==> src/rtl/fetch_decode_reg_pkg.sv <==
// rtl/fetch_decode_reg_pkg.sv - shared pipeline types and constants for the IF/ID register
package fetch_decode_reg_pkg;

  localparam logic [31:0] PIPE_NOP_INSN = 32'h0000_0013;

  typedef struct packed {
    logic        valid;
    logic [31:0] pc;
    logic [31:0] instr;
  } pipe_d_t;

endpackage

==> src/rtl/fetch_decode_reg_skid_entry.sv <==
// rtl/fetch_decode_reg_skid_entry.sv - one-slot skid buffer with load/clear
module skid_entry
  import fetch_decode_reg_pkg::*;
(
  input  logic        clk,
  input  logic        rst,
  input  logic        load,
  input  logic        clr,
  input  logic [31:0] pc_i,
  input  logic [31:0] instr_i,
  output logic        valid_o,
  output logic [31:0] pc_o,
  output logic [31:0] instr_o
);

  pipe_d_t entry_q;
  pipe_d_t entry_d;

  // Clear wins over load so a squash can never leave a stale beat parked.
  always_comb begin
    entry_d = entry_q;
    if (clr) begin
      entry_d.valid = 1'b0;
    end else if (load) begin
      entry_d = '{valid: 1'b1, pc: pc_i, instr: instr_i};
    end
  end

  always_ff @(posedge clk) begin
    if (rst) begin
      entry_q <= '{valid: 1'b0, pc: 32'h0, instr: PIPE_NOP_INSN};
    end else begin
      entry_q <= entry_d;
    end
  end

  assign valid_o = entry_q.valid;
  assign pc_o    = entry_q.pc;
  assign instr_o = entry_q.instr;

endmodule

==> src/rtl/fetch_decode_reg.sv <==
// rtl/fetch_decode_reg.sv - IF/ID pipeline register with stall skid and post-redirect drain
module fetch_decode_reg
  import fetch_decode_reg_pkg::*;
#(
  parameter logic [31:0] RESET_PC   = 32'h8000_0000,
  parameter int          FLUSH_DROP = 1,
  parameter logic [31:0] NOP_INSN   = PIPE_NOP_INSN
) (
  input  logic        clk,
  input  logic        rst,
  input  logic        ctrl_i_regD_stall,
  input  logic        ctrl_i_regD_bubble,
  input  logic        fetch_i_valid,
  input  logic [31:0] fetch_i_pc,
  input  logic [31:0] fetch_i_instr,
  output logic        fetch_o_ready,
  output logic        decode_o_valid,
  output logic [31:0] decode_o_pc,
  output logic [31:0] decode_o_instr
);

  localparam int CNT_W = (FLUSH_DROP > 0) ? $clog2(FLUSH_DROP + 1) : 1;

  pipe_d_t          dec_q;
  pipe_d_t          dec_d;
  logic [CNT_W-1:0] drop_cnt_q;
  logic [CNT_W-1:0] drop_cnt_d;

  logic        skid_v;
  logic [31:0] skid_pc;
  logic [31:0] skid_instr;
  logic        skid_load;
  logic        skid_clr;
  logic        accept;

  skid_entry u_skid (
    .clk     (clk),
    .rst     (rst),
    .load    (skid_load),
    .clr     (skid_clr),
    .pc_i    (fetch_i_pc),
    .instr_i (fetch_i_instr),
    .valid_o (skid_v),
    .pc_o    (skid_pc),
    .instr_o (skid_instr)
  );

  assign fetch_o_ready = !skid_v;
  assign accept        = fetch_i_valid && fetch_o_ready;

  // Priority: bubble > drain > stall > advance; the skid is never loaded while draining.
  always_comb begin
    dec_d      = dec_q;
    drop_cnt_d = drop_cnt_q;
    skid_load  = 1'b0;
    skid_clr   = 1'b0;
    if (ctrl_i_regD_bubble) begin
      dec_d.valid = 1'b0;
      skid_clr    = 1'b1;
      drop_cnt_d  = CNT_W'(FLUSH_DROP);
    end else if (drop_cnt_q != '0) begin
      if (accept) begin
        drop_cnt_d = drop_cnt_q - CNT_W'(1);
      end
      if (!ctrl_i_regD_stall) begin
        dec_d.valid = 1'b0;
      end
    end else if (ctrl_i_regD_stall) begin
      skid_load = accept;
    end else if (skid_v) begin
      dec_d    = '{valid: 1'b1, pc: skid_pc, instr: skid_instr};
      skid_clr = 1'b1;
    end else if (accept) begin
      dec_d = '{valid: 1'b1, pc: fetch_i_pc, instr: fetch_i_instr};
    end else begin
      dec_d.valid = 1'b0;
    end
  end

  always_ff @(posedge clk) begin
    if (rst) begin
      dec_q      <= '{valid: 1'b0, pc: RESET_PC, instr: NOP_INSN};
      drop_cnt_q <= '0;
    end else begin
      dec_q      <= dec_d;
      drop_cnt_q <= drop_cnt_d;
    end
  end

  assign decode_o_valid = dec_q.valid;
  assign decode_o_pc    = dec_q.pc;
  assign decode_o_instr = dec_q.valid ? dec_q.instr : NOP_INSN;

endmodule

==> config.mk <==
export PLATFORM = sky130hd
export DESIGN_NAME = fetch_decode_reg
export DESIGN_NICKNAME = d
export VERILOG_FILES = /design/src/rtl/fetch_decode_reg_pkg.sv /design/src/rtl/fetch_decode_reg_skid_entry.sv /design/src/rtl/fetch_decode_reg.sv
export SDC_FILE = /design/constraint.sdc
export NUM_CORES = 1
export LEC_CHECK = 0
export BUFFER_PORTS_ARGS = -buffer_cell sky130_fd_sc_hd__buf_4
export CAP_MARGIN = 5
export CORE_MARGIN = 4
export CORE_UTILIZATION = 55
export CTS_CLUSTER_SIZE = 12
export DETAILED_ROUTE_END_ITERATION = 8
export GPL_TIMING_DRIVEN = 1
export HOLD_SLACK_MARGIN = 0.15
export PLACE_DENSITY = 0.86
export RECOVER_POWER = 50
export SLEW_MARGIN = 20
export SYNTH_ARGS = -nofsm -noshare
export SYNTH_HDL_FRONTEND = slang
export SYNTH_HIERARCHICAL = 1
export SYNTH_SLANG_ARGS = --single-unit
export TNS_END_PERCENT = 30
==> constraint.sdc <==
create_clock -name clk -period 5.95 [get_ports clk]
set_input_delay 1.19 -clock clk [delete_from_list [all_inputs] [get_ports clk]]
set_output_delay 1.19 -clock clk [all_outputs]
set_load 0.05 [all_outputs]
# == Word-level counts from Yosys, hierarchy flattened ==
# Cells that the tools add are included.
# totals
inputBits,69
word_cells,36
reg_bits,131
out_inout_bits,66
# classes
bitwise_logic,4
mux,17
add_sub_neg,1
n_reduce_logical,7
# op_table
op,n
65-bit 2-to-1 mux,2
64-bit 2-to-1 mux,1
32-bit 2-to-1 mux,1
1-bit 2-to-1 mux,13
1-bit inverter,4
4-bit AND reduction,1
2-bit OR reduction,2
2-bit AND reduction,1
2-bit nonzero test,1
1-bit logical AND,1
1-bit logical NOT,1
"1-bit subtractor, second input constant",1

# == Depth between registers and ports, before layout ==
# Gate-level depths: netlist of run 1.
# depth
word_depth,6
mapped_depth,8
ltp_nobuf,4

# == Hierarchy ==
# Netlist of run 1, hierarchy kept.
# modules_own_cells
module,cells_per_inst,seq_area_each_um2,area_each_um2,n_inst
fetch_decode_reg,380,1321.3,3560.9,1
skid_entry,293,1301.2,3205.6,1

# == Worst setup path after synthesis of run 1 ==
# Ideal clock, no wire load.
# synth_timing
kind,input to register
start,input fetch_i_valid
end,register u_skid.entry_q (netlist bit u_skid/pc_o[19])
path_slack_ps,3184
setup_ps,118
stages,6
arrival_ps,2648
required_ps,5832
path_cell_list,nand2b_1 nor4b_1 nor2b_4 buf_8 buf_12 o21ai_1
# synth_via
elab_chain_len,5
# synth_rtl
item,line,text
from (decl),fetch_decode_reg.sv:13,"input logic fetch_i_valid,"
1-bit logical AND,fetch_decode_reg.sv:49,assign accept = fetch_i_valid && fetch_o_ready;
1-bit 2-to-1 mux,fetch_decode_reg.sv:68,end else if (ctrl_i_regD_stall) begin
1-bit 2-to-1 mux,fetch_decode_reg.sv:61,end else if (drop_cnt_q != '0) begin
1-bit 2-to-1 mux,fetch_decode_reg.sv:57,if (ctrl_i_regD_bubble) begin
net skid_load,fetch_decode_reg.sv:32,logic skid_load;
2-bit AND reduction (no source line),-,
to (signal assigned),fetch_decode_reg_skid_entry.sv:31,"entry_q <= '{valid: 1'b0, pc: 32'h0, instr: PIPE_NOP_INSN};"
to (signal assigned),fetch_decode_reg_skid_entry.sv:33,entry_q <= entry_d;
to (decl),fetch_decode_reg_skid_entry.sv:16,pipe_d_t entry_q;
# The timed path passes the listed nets, and every way through them passes these cells.
# A chain may end at the register's enable or synchronous reset.

# == Final worst setup path of run 1 ==
# layout_timing
start,input ctrl_i_regD_stall
end,register dec_q[12] in the netlist's numbering
# layout_via
elab_chain_len,2
# layout_rtl
item,line,text
from (decl),fetch_decode_reg.sv:11,"input logic ctrl_i_regD_stall,"
1-bit inverter (no source line),-,
4-bit AND reduction (no source line),-,
to (signal assigned),fetch_decode_reg.sv:82,"dec_q <= '{valid: 1'b0, pc: RESET_PC, instr: NOP_INSN};"
to (decl),fetch_decode_reg.sv:24,pipe_d_t dec_q;
# Every way passes these cells.

==> results of run 1 <==
==> path summary, 6_finish.rpt <==
kind,from,to,cells after the start
worst max-delay path,ctrl_i_regD_stall,dec_q[12]$_SDFFE_PP0P_,5
worst min-delay path,u_skid/pc_o[28]$_SDFFE_PP0P_,u_skid/pc_o[28]$_SDFFE_PP0P_,2
worst max register to register,drop_cnt_q$_SDFF_PP0_,dec_q[12]$_SDFFE_PP0P_,4
worst min register to register,u_skid/pc_o[28]$_SDFFE_PP0P_,u_skid/pc_o[28]$_SDFFE_PP0P_,2
==> power by group <==
part           switching (mW)  internal [mW]  total (mW)  leakage, nW
sequential             0.0171          0.907       0.924         1.06
combinational           0.148         0.0955       0.244         1.35
clock                   0.379          0.635        1.01        0.276
total                   0.544           1.64        2.18         2.69
==> routing by layer <==
metal  GRT usage, %  vias to the layer above
met1           29.1                     2516
li1               -                     2523
met5              0                        -
met2           36.2                      187
met4           7.82                        0
met3           7.64                       24
==> placed cells by master, fill, tap and decap left out, types with 29 or more instances in the layout <==
| cell | count |
|---|---|
| a21oi_1 | 66 |
| dfxtp_1 | 130 |
| a211oi_1 | 60 |
| mux2i_1 | 63 |
| buf_4 | 104 |
| nand4bb_1 | 61 |
| and2_1 | 29 |
| o21ai_2 | 58 |
| nand2b_1 | 65 |
| clkbuf_1 | 39 |
==> cell families after synthesis <==
family	Yosys count
compound gates	188
buf+inv	105
flops	131
mux	67
simple gates	182
==> sequential cells by signal (all words and copies together) (netlist names) <==
name            flops
decode_o_valid      1
u_skid/instr_o     32
u_skid/pc_o        32
u_skid/valid_o      1
dec_q              32
decode_o_pc        32
drop_cnt_q          1
==> final cells by class <==
cell class,instances,share of cell area (%)
multi-input combinational,437,44.4
sequential,131,34.0
timing repair buffer,140,11.8
clock buffer,22,6.01
tap,147,2.38
clock inverter,10,1.39
inverter,1,0.0486
==> critical path: stages <==
cell,delay [ns]
clkbuf_1,0.13
nor3_1,0.20
clkbuf_1,2.02
a21oi_1,0.35
a211oi_1,0.37
==> run metrics, run 1 <==
Port Buffer Count=134; Inst Count DP=between 800 and 900; via/cell ratio=5.91; total gr overflow=0; design area=0.00773 mm^2; Non-Filler Instances=888; share of layout cells above drive strength 1=between 20% and 30%; FF+latch count, synth=about 130; Inserted Clock Buffers=17; Final Setup Violations=0; Synth area leader=dfxtp_1; hold buffer count at CTS=0; Vias=around 5300; setup slack after layout=1.97 ns; die area=0.0141 mm^2; Leak=2.69 nW; Compound-Gate Fraction of Synth Area=19.4%; worst-margin pin slew=between 2 and 3 ns; most instantiated cells after synthesis=131 x dfxtp_1, 66 x a21oi_1, 65 x nand2b_1; minimum clock period=approximately 4 ns; Worst setup SP type=input port; largest net degree at the start of global routing=127; Antenna Nets Post-Route=0; Seq/Total Area, Yosys=between 30% and 40%; IO Count=about 140; clk slew on worst S/H paths=0.06 ns; Synth area leaders=dfxtp_1 39%, nand4bb_1 10%, mux2i_1 9.3%; mux contribution to synthesized area=roughly a tenth; routed len/inst=around 18 um; met1 wire length=just over 7000 um; Placement Setup Slack=about 2.5 ns; multi-input logic area=0.00343 mm^2; FMAX=roughly 250 MHz; syn_nets=~740; hold_ws=approximately 0.47 ns; first-pass GRT wire length=around 26000 um; row cnt=40; Detailed Place HPWL=a little under 10000 um; Post-Syn Area=~0.0068 mm^2; clk root buf=clkbuf_16; Post-Synthesis Cells=around 670; Synth Area in Simple Gates=21.2%; hold crit path type=flop to flop; Syn-to-layout area delta=14.2%; Slew Viols, Final=approximately 140; Placed Area=approximately 0.0073 mm^2; fraction of synthesized cell area in xor and xnor cells=0%; Pwr Total=around 2.2 mW; metal2 WL=about 7600 um; Die Span X=119 um; syn avg cell area=between 10 and 15 um^2; initial drt markers=between 400 and 500; most used flip-flop cell after synthesis=dfxtp_1; Final Hold Vio Count=0; htree depth=4; Core Footprint=around 0.012 mm^2; status=finished with violations; CTS tree=done; Worst EP required=roughly 6.2 ns; Worst-Skew Late Latency=0.41 ns; Worst slew margin=-87.5%; WL met3=approximately 1100 um; initial antenna violation count=0; DRC Markers=0; CTS max path bufs=2; skew final=0.0105 ns; post-cts sizing count=0; number of synthesized flops with an enable pin=0; CP Capture Type=flop; Initial Util=between 50% and 60%; largest family of logic cells by synthesized area=simple AND/OR/NAND/NOR gates; Async SR Flop Fraction=0%; Yosys cell types=30; cell area power density=282 mW/mm^2; crit path DAT=roughly 4.3 ns; crit-path max FO=61; Synthesis Warnings=6; post-synth top area share=between 30% and 40%; routability cong.=roughly 0.82; layout filler cell count=991; router iterations before antenna repair=5; failing checks=capacitance limit, slew limit; setup bufs post-CTS=0; total routed wirelength=~16000 um; Peak VDD IR=0.000142 V; unrepaired setup endpoints after global routing=no; crit share post-route=67.0%; area share of fa/ha/maj cells after synthesis=0%; r2r setup slk=about 2.6 ns; diodes inserted=0; Setup Total Neg Slack=0 ns; clk sinks=~130; critical path class=input port to flop; Top Layer Used=met4; gr usage total=22.8%; Max-Cap Viols=2; vias in the first global route=5309; fin nets=about 800; Sequential Area=0.00263 mm^2; most common cell in the netlist=dfxtp_1; post-layout util=between 60 and 70%; die height=119 um
No activity file was read; power rests on OpenSTA's default activity.
==> inputs of run 2 (changes only) <==
--- a/config.mk
+++ b/config.mk
@@ -5,15 +5,16 @@
 export SDC_FILE = /design/constraint.sdc
 export NUM_CORES = 1
 export LEC_CHECK = 0
+export ABC_AREA = 1
 export BUFFER_PORTS_ARGS = -buffer_cell sky130_fd_sc_hd__buf_4
 export CAP_MARGIN = 5
 export CORE_MARGIN = 4
-export CORE_UTILIZATION = 55
+export CORE_UTILIZATION = 50
 export CTS_CLUSTER_SIZE = 12
 export DETAILED_ROUTE_END_ITERATION = 8
 export GPL_TIMING_DRIVEN = 1
 export HOLD_SLACK_MARGIN = 0.15
-export PLACE_DENSITY = 0.86
+export PLACE_DENSITY = 0.83
 export RECOVER_POWER = 50
 export SLEW_MARGIN = 20
 export SYNTH_ARGS = -nofsm -noshare
==> constraint.sdc (replaced) <==
create_clock -name clk -period 3.4 [get_ports clk]
set_input_delay 0.68 -clock clk [delete_from_list [all_inputs] [get_ports clk]]
set_output_delay 0.68 -clock clk [all_outputs]
set_load 0.05 [all_outputs]
==> run 2 against run 1 <==
  * The flow now finishes without violations
  * Clock skew grew 0.0014 ns
  * First-iteration DRC count rose by 13%
  * Sequential power grew 76%
  * Die area grew 7.8%
  * Synthesized cell count is 68% higher
  * Non-clock buffer count up 4
  * Critical path depth up 2
  * Worst setup slack worse by 1.3 ns
  * Synthesized area is 1.5% lower
  * Cell count up 56%
  * Combinational power rose by 84%
  * Utilization down 2.9 points
  * Critical path type is now flop to flop
  * Critical endpoint is now dec_q[20]$_SDFFE_PP0P_
  * Highest routed layer unchanged
==> run metrics, run 2 <==
setup bufs post-CTS=0; vias in the first global route=5730; die area=0.0152 mm^2; Synthesis Warnings=6; Inst Count DP=1353; r2r setup slk=around 0.65 ns; total routed wirelength=between 15000 and 20000 um; Initial Util=52.0%; Final Setup Violations=0; FMAX=between 300 and 400 MHz; syn avg cell area=between 5 and 6 um^2; Synth area leaders=dfxtp_1 39%, nand2_1 24%, nor2_1 14%; Die Span X=123 um; Inserted Clock Buffers=17; crit share post-route=80.9%; Setup Total Neg Slack=0 ns; syn_nets=1201; Worst setup SP type=flop; most instantiated cells after synthesis=419 x nand2_1, 245 x nor2_1, 157 x inv_1; Syn-to-layout area delta=18.3%; Post-Syn Area=around 0.0067 mm^2; initial drt markers=around 550; Sequential Area=between 0.002 and 0.003 mm^2; Synth area leader=dfxtp_1; Pwr Total=3.81 mW; post-synth top area share=between 30% and 40%; hold_ws=around 0.46 ns; Seq/Total Area, Yosys=between 30% and 40%; fin nets=1269; largest net degree at the start of global routing=76; CP Capture Type=flop; router iterations before antenna repair=5; Max-Cap Viols=0; crit path DAT=between 3 and 4 ns; most common cell after layout, fill and taps aside=nand2_1; FF+latch count, synth=~130; Leak=~4.5 nW; most used cells in the layout excluding fill and tap cells=419 x nand2_1, 245 x nor2_1, 157 x inv_1; Core Footprint=0.0128 mm^2; Yosys cell types=17; clk sinks=~130; CTS max path bufs=2; multi-input logic area=roughly 0.0029 mm^2; worst-margin pin slew=between 1 and 1.5 ns; total gr overflow=0; diodes inserted=0; setup slack after layout=between 0.6 and 0.7 ns; gr usage total=around a fifth; Placed Area=about 0.0075 mm^2; Peak VDD IR=0.000288 V; Port Buffer Count=134; first-pass GRT wire length=roughly 26000 um; post-layout util=about 60%; post-cts sizing count=0; routed len/inst=around 11 um; Final Hold Vio Count=0; most used flip-flop cell after synthesis=dfxtp_1; Worst EP required=between 3 and 4 ns; hold crit path type=flop to flop; hold buffer count at CTS=0; crit-path max FO=75; Post-Synthesis Cells=1132; htree depth=4; clk slew on worst S/H paths=around 0.060 ns; Worst slew margin=under 10%; clk root buf=clkbuf_16; Non-Filler Instances=1384; skew final=roughly 0.012 ns; row cnt=roughly 40; die height=roughly 120 um; Worst-Skew Late Latency=around 0.4 ns; share of layout cells above drive strength 1=approximately 12%; IO Count=135; initial antenna violation count=0; Detailed Place HPWL=9740 um; Placement Setup Slack=slightly below 0.9 ns; Vias=about 6300; CTS tree=done; design area=~0.008 mm^2; cell area power density=483 mW/mm^2; minimum clock period=around 2.8 ns; DRC Markers=0; Antenna Nets Post-Route=0; via/cell ratio=roughly 4.5; unrepaired setup endpoints after global routing=no; critical path class=flop to flop; routability cong.=between 0.7 and 0.8; layout filler cell count=between 1000 and 1500; status=finished clean; Slew Viols, Final=0; Async SR Flop Fraction=0%; most common cell in the netlist=nand2_1; number of synthesized flops with an enable pin=0
## run 2: cell count changes after synthesis, moves of 29 or more
cell	change
nand4bb_1	-61
nor2_1	+232
o21ai_2	-58
a21oi_1	-64
a211oi_1	-60
nand2_1	+418
inv_1	+156
mux2i_1	-63
nand3_1	+72
and2_1	-29
nand2b_1	-65
## run 2: cells by family after synthesis
group,after synthesis,synth area share (%)
AO/OA/AOI/OAI,4,0.338
AND/OR/NAND/NOR,740,43.2
flip-flops,131,39.3
buffers and inverters,257,17.1
## run 2: worst paths after layout
kind,start,to,depth (start not counted)
max,u_skid/valid_o$_SDFFE_PP0P_,dec_q[20]$_SDFFE_PP0P_,7
min,u_skid/instr_o[4]$_SDFFE_PP1P_,u_skid/instr_o[4]$_SDFFE_PP1P_,2
max reg2reg,u_skid/valid_o$_SDFFE_PP0P_,dec_q[20]$_SDFFE_PP0P_,7
min reg2reg,u_skid/instr_o[4]$_SDFFE_PP1P_,u_skid/instr_o[4]$_SDFFE_PP1P_,2
## run 2: area by class of cell
type                    instances  share of cell area (%)
well taps                     172                    2.73
inverters                     162                    7.74
repair buffers                144                    12.1
clock buffers                  20                    5.66
multi-input cells             744                    37.1
clock inverters                11                    1.43
flip-flops and latches        131                    33.3
## run 2: layer usage
metal / global-route usage [%] / routed length [um]
met1: 27.3 / 6960
met2: 35.3 / 7450
met3: 4.71 / 1030
met4: 7.89 / 303
met5: 0 / 0
## run 2: where the power goes
part | switching, mW | internal (mW)
combinational | 0.296 | 0.153
sequential | 0.0300 | 1.60
clock | 0.650 | 1.08
## run 2: worst max-delay path: stages (launching register included)
cell and delay (ns):
dfxtp_1 0.32, inv_2 0.21, nand2_1 0.16, nand3_4 0.41, clkbuf_2 1.16, nand2_1 0.16
nand2_1 0.12, nor2_1 0.05
